### config.mk
export PLATFORM = sky130hd
export DESIGN_NAME = decode_rename_stage
export DESIGN_NICKNAME = d
export VERILOG_FILES = /design/src/rtl/decode_pkg.sv /design/src/rtl/rename_table.sv /design/src/rtl/decode_rename_stage.sv
export SDC_FILE = /design/constraint.sdc
export NUM_CORES = 1
export LEC_CHECK = 0
export BUFFER_PORTS_ARGS = -buffer_cell sky130_fd_sc_hd__buf_2
export CAP_MARGIN = 20
export CORE_UTILIZATION = 45
export CTS_CLUSTER_DIAMETER = 120
export DETAILED_ROUTE_END_ITERATION = 6
export PLACE_DENSITY_LB_ADDON = 0.2
export SYNTH_ARGS = -nofsm -noshare
export SYNTH_HDL_FRONTEND = slang
export SYNTH_SLANG_ARGS = --single-unit
### constraint.sdc
create_clock -name clk -period 12 [get_ports clk]
set_input_delay 0 -clock clk [delete_from_list [all_inputs] [get_ports clk]]
set_output_delay 0 -clock clk [all_outputs]
set_load 0.005 [all_outputs]
### src/rtl/decode_pkg.sv
// decode_pkg: shared operand-source encoding and default sizing for the decode/rename slice
package decode_pkg;
    // Where a source operand's value comes from, in resolution priority order
    typedef enum logic [2:0] {ZERO, RF, COMMIT, BYPASS, ROB, NONE} src_t;
    localparam int DEF_WORD_SIZE       = 32;
    localparam int DEF_ARCH_REGS       = 32;
    localparam int DEF_ROB_ENTRY_WIDTH = 4;
    localparam int DEF_NUM_BYPASS      = 6;
endpackage

### src/rtl/rename_table.sv
// rename_table: architectural register -> ROB tag map with valid bits
//   rd_idx1/rd_idx2 -> rd_valid*/rd_tag*  : two combinational read ports
//   wr_en/wr_idx/wr_tag                   : rename write (wins over a same-cycle commit)
//   commit_en/commit_idx/commit_tag       : retire, clears entry only if tag still matches
//   flush                                 : clears every valid bit, overriding rename and commit
//   rst                                   : asynchronous, active low
module rename_table import decode_pkg::*; #(
    parameter int ARCH_REGS = DEF_ARCH_REGS,
    parameter int TAG_W     = DEF_ROB_ENTRY_WIDTH,
    localparam int REG_W    = $clog2(ARCH_REGS)
) (
    input  logic             clk,
    input  logic             rst,
    input  logic [REG_W-1:0] rd_idx1,
    input  logic [REG_W-1:0] rd_idx2,
    output logic             rd_valid1,
    output logic             rd_valid2,
    output logic [TAG_W-1:0] rd_tag1,
    output logic [TAG_W-1:0] rd_tag2,
    input  logic             wr_en,
    input  logic [REG_W-1:0] wr_idx,
    input  logic [TAG_W-1:0] wr_tag,
    input  logic             commit_en,
    input  logic [REG_W-1:0] commit_idx,
    input  logic [TAG_W-1:0] commit_tag,
    input  logic             flush
);
    logic [ARCH_REGS-1:0] valid;
    logic [TAG_W-1:0]     tag [ARCH_REGS];

    assign rd_valid1 = valid[rd_idx1];
    assign rd_valid2 = valid[rd_idx2];
    assign rd_tag1   = tag[rd_idx1];
    assign rd_tag2   = tag[rd_idx2];

    // Entry 0 is never written, so x0 always reads as not renamed
    always_ff @(posedge clk or negedge rst) begin
        if (!rst) begin
            valid <= '0;
            for (int i = 0; i < ARCH_REGS; i++) tag[i] <= '0;
        end else begin
            for (int i = 1; i < ARCH_REGS; i++) begin
                if (flush) valid[i] <= 1'b0;
                else if (wr_en && wr_idx == REG_W'(i)) begin
                    valid[i] <= 1'b1;
                    tag[i]   <= wr_tag;
                end else if (commit_en && commit_idx == REG_W'(i) && tag[i] == commit_tag) valid[i] <= 1'b0;
            end
        end
    end
endmodule

### src/rtl/decode_rename_stage.sv
// decode_rename_stage: resolves source operands, renames rd to a ROB tag, registers the result
//   in_valid/in_ready, in_rs1/in_rs2/in_rd, in_wb, in_is_store : decoded instruction
//   rf_s*_data, rob_s*_data/valid, byp_*, commit*              : operand sources
//   rs*_rob_entry                                              : tags sent to the ROB for lookup
//   rob_full/rob_assigned_id/rob_alloc                         : ROB allocation
//   flush                                                      : kills in-flight decode
//   out_valid/out_ready, out_*                                 : registered result
//   rst                                                        : asynchronous, active low
// Define DECODE_RENAME_FLUSH_EN to also wipe the rename table on flush.
module decode_rename_stage import decode_pkg::*; #(
    parameter int WORD_SIZE       = DEF_WORD_SIZE,
    parameter int ARCH_REGS       = DEF_ARCH_REGS,
    parameter int ROB_ENTRY_WIDTH = DEF_ROB_ENTRY_WIDTH,
    parameter int NUM_BYPASS      = DEF_NUM_BYPASS,
    localparam int REG_W          = $clog2(ARCH_REGS)
) (
    input  logic                                  clk,
    input  logic                                  rst,
    input  logic                                  in_valid,
    output logic                                  in_ready,
    input  logic [REG_W-1:0]                      in_rs1,
    input  logic [REG_W-1:0]                      in_rs2,
    input  logic [REG_W-1:0]                      in_rd,
    input  logic                                  in_wb,
    input  logic                                  in_is_store,
    input  logic [WORD_SIZE-1:0]                  rf_s1_data,
    input  logic [WORD_SIZE-1:0]                  rf_s2_data,
    output logic [ROB_ENTRY_WIDTH-1:0]            rs1_rob_entry,
    output logic [ROB_ENTRY_WIDTH-1:0]            rs2_rob_entry,
    input  logic [WORD_SIZE-1:0]                  rob_s1_data,
    input  logic [WORD_SIZE-1:0]                  rob_s2_data,
    input  logic                                  rob_s1_valid,
    input  logic                                  rob_s2_valid,
    input  logic [NUM_BYPASS*WORD_SIZE-1:0]       byp_data,
    input  logic [NUM_BYPASS*ROB_ENTRY_WIDTH-1:0] byp_rob_id,
    input  logic [NUM_BYPASS-1:0]                 byp_valid,
    input  logic                                  rob_full,
    input  logic [ROB_ENTRY_WIDTH-1:0]            rob_assigned_id,
    output logic                                  rob_alloc,
    input  logic                                  commit,
    input  logic [REG_W-1:0]                      commit_rd,
    input  logic [ROB_ENTRY_WIDTH-1:0]            commit_rob_id,
    input  logic [WORD_SIZE-1:0]                  commit_data,
    input  logic                                  flush,
    output logic                                  out_valid,
    input  logic                                  out_ready,
    output logic [WORD_SIZE-1:0]                  out_s1_data,
    output logic [WORD_SIZE-1:0]                  out_s2_data,
    output logic [ROB_ENTRY_WIDTH-1:0]            out_rob_id,
    output logic [REG_W-1:0]                      out_rd,
    output logic                                  out_is_store
);
    logic [REG_W-1:0]           rs    [2];
    logic [WORD_SIZE-1:0]       rf_d  [2];
    logic [WORD_SIZE-1:0]       rob_d [2];
    logic [WORD_SIZE-1:0]       opnd  [2];
    logic [ROB_ENTRY_WIDTH-1:0] tag   [2];
    logic                       ren_v [2];
    logic                       rob_v [2];
    logic [1:0]                 rdy;
    src_t                       src   [2];
    logic                       accept;
    logic                       table_clear;

    assign rs[0]    = in_rs1;
    assign rs[1]    = in_rs2;
    assign rf_d[0]  = rf_s1_data;
    assign rf_d[1]  = rf_s2_data;
    assign rob_d[0] = rob_s1_data;
    assign rob_d[1] = rob_s2_data;
    assign rob_v[0] = rob_s1_valid;
    assign rob_v[1] = rob_s2_valid;
    assign rs1_rob_entry = tag[0];
    assign rs2_rob_entry = tag[1];

`ifdef DECODE_RENAME_FLUSH_EN
    assign table_clear = flush;
`else
    assign table_clear = 1'b0;
`endif

    rename_table #(.ARCH_REGS(ARCH_REGS), .TAG_W(ROB_ENTRY_WIDTH)) u_table (
        .clk(clk),
        .rst(rst),
        .rd_idx1(in_rs1),
        .rd_idx2(in_rs2),
        .rd_valid1(ren_v[0]),
        .rd_valid2(ren_v[1]),
        .rd_tag1(tag[0]),
        .rd_tag2(tag[1]),
        .wr_en(rob_alloc && in_rd != '0),
        .wr_idx(in_rd),
        .wr_tag(rob_assigned_id),
        .commit_en(commit),
        .commit_idx(commit_rd),
        .commit_tag(commit_rob_id),
        .flush(table_clear)
    );

    for (genvar g = 0; g < 2; g++) begin : g_src
        logic                 byp_hit;
        logic [WORD_SIZE-1:0] byp_d;
        // Scan high to low so the lowest-index matching channel is the one left standing
        always_comb begin
            byp_hit = 1'b0;
            byp_d   = '0;
            for (int i = NUM_BYPASS - 1; i >= 0; i--)
                if (byp_valid[i] && byp_rob_id[i*ROB_ENTRY_WIDTH +: ROB_ENTRY_WIDTH] == tag[g]) begin
                    byp_hit = 1'b1;
                    byp_d   = byp_data[i*WORD_SIZE +: WORD_SIZE];
                end
        end
        assign src[g] = rs[g] == '0 ? ZERO :
                        !ren_v[g] ? RF :
                        (commit && commit_rob_id == tag[g]) ? COMMIT :
                        byp_hit ? BYPASS :
                        rob_v[g] ? ROB : NONE;
        assign opnd[g] = src[g] == RF ? rf_d[g] :
                         src[g] == COMMIT ? commit_data :
                         src[g] == BYPASS ? byp_d :
                         src[g] == ROB ? rob_d[g] : '0;
        assign rdy[g] = src[g] != NONE;
    end

    assign in_ready  = &rdy && !(in_wb && rob_full) && (!out_valid || out_ready) && !flush;
    assign accept    = in_valid && in_ready;
    assign rob_alloc = accept && in_wb && !in_is_store;

    always_ff @(posedge clk or negedge rst) begin
        if (!rst) begin
            out_valid    <= 1'b0;
            out_s1_data  <= '0;
            out_s2_data  <= '0;
            out_rob_id   <= '0;
            out_rd       <= '0;
            out_is_store <= 1'b0;
        end else if (accept) begin
            out_valid    <= 1'b1;
            out_s1_data  <= opnd[0];
            out_s2_data  <= opnd[1];
            out_rob_id   <= rob_assigned_id;
            out_rd       <= in_rd;
            out_is_store <= in_is_store;
        end else if (flush || out_ready) out_valid <= 1'b0;
    end
endmodule

==> metrics.cfg <==
[run_status]
status = finished with violations
violations = design-rule violations

[power]
p_leak_nw = 10.79
peakVddDrop_uv = 156.7
power_density_nw_per_um2 = 113.5

[cts]
cts_htree_levels = 1
cts_tree = done
ctsLongestPathBuffers = 3
clk_latency_ns = 0.60
cts.sinks = 230
cts.clk_slew.worst_paths_ns = 0.06
cts_made_buffers = 28
post_cts_resized = 0
cts_root_buf = clkbuf_16

[floorplan]
die_h_um = 201.0
dieArea_sq_um = 40380
dieWidth_um = 201.0
start_util_pct = 45.88
num_rows = 72
ioPinCount = 506
core-area_sq_um = 38830

[timing]
setup_tns_ns = 0
slew_viol_final = 0
skew_ns = 0.03892
fin_hold_ws_ns = 0.04576
setup_violations = 0
rsz0062_at_grt = false
slew_headroom_pct = 20.08
worst_slack_ns = 5.928
period_share_pct = 50.60
period_needed_ns = 6.072
tightest_slew_ns = 1.196
fmax_mhz = 164.7
hold_viol = 0

[global_route]
use_met2_pct = 69.24
grt.overflow.total = 0
use_met3_pct = 16.87
grt_pass1_vias = 19626
grt_pass1_wl_um = 139100
grt_max_degree = 108
grt.busiest_layer = met2
grt.total_usage_pct = 47.17
met1_usage_pct = 60.11
antenna_found_initial = 35

[detailed_routing]
wl_per_cell_um = 33.36
avgViaCountPerCell = 6.889
drt_iter0_markers = 2670
first_pass_iters = 7
final_antenna_net_count = 0
drc_errors = 8
routed_wl_um = 98140
vias = 20267

[run]
max_cap_viol_count = 0

[worst_setup_path]
arrival_ns = 6.55
worstSetupPathType = reg -> reg
end_kind = flip-flop
start_kind = flip-flop
path_max_fanout = 83
crit_required_ns = 12.48

[layout]
drive_above_1_share_pct = 33.32
final_cell_mix = buf_2, dfrtp_1, nand2_1, dlygate4sd3_1, o21ai_0
syn2layout_area_growth_pct = 29.51
nNetsFinal = 2799
mostFrequentLayoutCell = buf_2

[synth]
synth-edff-count = 0
synth_seq_cells = 230
synth-seq-area-share_pct = 32.31
syn_area_sq_um = 17810
yosys_warnings = 5
synth_flop_cell = dfrtp_1
synth.distinct_cells = 76
syn-num-nets = 2266
syn-instance-count = 1845
avgSynthCellArea_sq_um = 9.654
async_reset_ff_share_pct = 100.0

[placement]
finalWeightedCongestion = 1.024
port_buffers = 505
dp_hpwl_um = 71160
pre_cts_ws_ns = 5.806

[hold_path]
hold_path_class = in -> reg

## state kept, by name, indices dropped and copies added, names as in the netlist
register       cells
out_s1_data       32
u_table.valid     31
u_table.tag      124
out_valid          1
out_is_store       1
out_s2_data       32
out_rd             5
out_rob_id         4
## critical path, cell delays in order (launching register included)
cell and delay, ns:
dfrtp_1 0.44, mux4_1 0.54, o22ai_1 0.35, a211o_1 0.19, or3_1 0.40, mux2_1 0.36, or4_1 0.39, buf_4 0.31
nand2_4 0.50, nor4b_4 0.12, nand3b_4 0.15, nand3_4 0.38, buf_4 0.57, or4_1 0.79, mux2_4 0.35
## per-stage QoR
step,instances,util (%),power [W],instance area [sq um]
4_1_cts,2916,59.25,0.002587,23000
3_5_place_dp,2722,52.92,0.001561,20550
6_report,2942,59.41,0.002617,23070
3_3_place_gp,2721,52.91,0.001555,20540
5_1_grt,2937,59.38,0.002690,23060
2_1_floorplan,1845,-,0.001239,17810
## per-layer routing
layer | share of wire [%] | vias up
li1 | - | 8254
met1 | 37 | 9882
met2 | 42 | 1717
met3 | 13 | 392
met4 | 6.9 | 22
met5 | 0.15 | -
## worst paths after layout
path	from	end	slack, ns	depth (start not counted)
worst min-delay path	rob_assigned_id[2]	out_rob_id[2]$_DFFE_PN0P_	0.05	3
max in group asynchronous	rst	out_s1_data[16]$_DFFE_PN0P_	10.35	3
worst min register to register	out_s2_data[11]$_DFFE_PN0P_	out_s2_data[11]$_DFFE_PN0P_	0.48	2
worst max register to register	u_table.tag[88]$_DFFE_PN0P_	u_table.tag[97]$_DFFE_PN0P_	5.93	14
worst max-delay path	u_table.tag[88]$_DFFE_PN0P_	u_table.tag[97]$_DFFE_PN0P_	5.93	14
min in group asynchronous	rst	u_table.tag[83]$_DFFE_PN0P_	0.08	2
## logic make-up (layout without fill, tap and decap cells)
| kind of cell | after synthesis | in the layout | synth area share [%] |
|---|---|---|---|
| multiplexers | 253 | 253 | 18.31 |
| AND/OR/NAND/NOR | 412 | 412 | 12.50 |
| XOR/XNOR | 171 | 171 | 8.408 |
| other | 0 | 26 | 0 |
| buffers and inverters | 192 | 745 | 4.566 |
| flip-flops | 230 | 230 | 32.31 |
| AO/OA/AOI/OAI | 587 | 587 | 23.90 |
## synthesized netlist by cell type (all sizes together) (8+ instances only)
cell,n,share of area [%]
o221ai,33,1.6
mux2,139,9.1
o21ai,135,3.8
nor3,16,0.51
nand2,151,3.2
a21oi,85,2.4
or4,8,0.34
a211oi,34,1.5
nor4,33,1.6
mux4,39,5.0
o22ai,65,2.3
dfrtp,230,32
a22oi,28,1.2
nand4,18,0.70
nand3,78,2.3
a221o,69,3.9
nand2b,16,0.56
xor2,84,4.1
and3,9,0.32
o211a,30,1.7
a21o,17,0.72
and2,8,0.28
mux2i,75,4.2
buf,50,1.6
nor2b,17,0.60
clkbuf,129,2.7
inv,13,0.27
a221oi,33,1.6
a222oi,31,1.7
nor2,25,0.53
xnor2,87,4.3
## power breakdown
| group | internal (W) | switching [W] |
|---|---|---|
| Clock | 0.000580 | 0.000385 |
| Combinational | 0.000324 | 0.000422 |
| Sequential | 0.000846 | 0.0000596 |
| Total | 0.00175 | 0.000867 |
## final cells by class
class	instances	area, sq um
Multi-Input combinational cell	1423	11310
Fill cell	3458	15760
Timing Repair Buffer	682	4224
Antenna cell	26	65.06
Sequential cell	230	5756
Clock buffer	34	763.2
Inverter	13	48.80
Tap cell	518	648.1
Clock inverter	16	251.5
## timing repair
item / 4_1_cts / 5_1_grt
endpoints found under the hold margin: 201 / 0
hold buffers: 144 / 0
buffers inserted: 0 / 0
No activity file was read; power rests on OpenSTA's default activity.
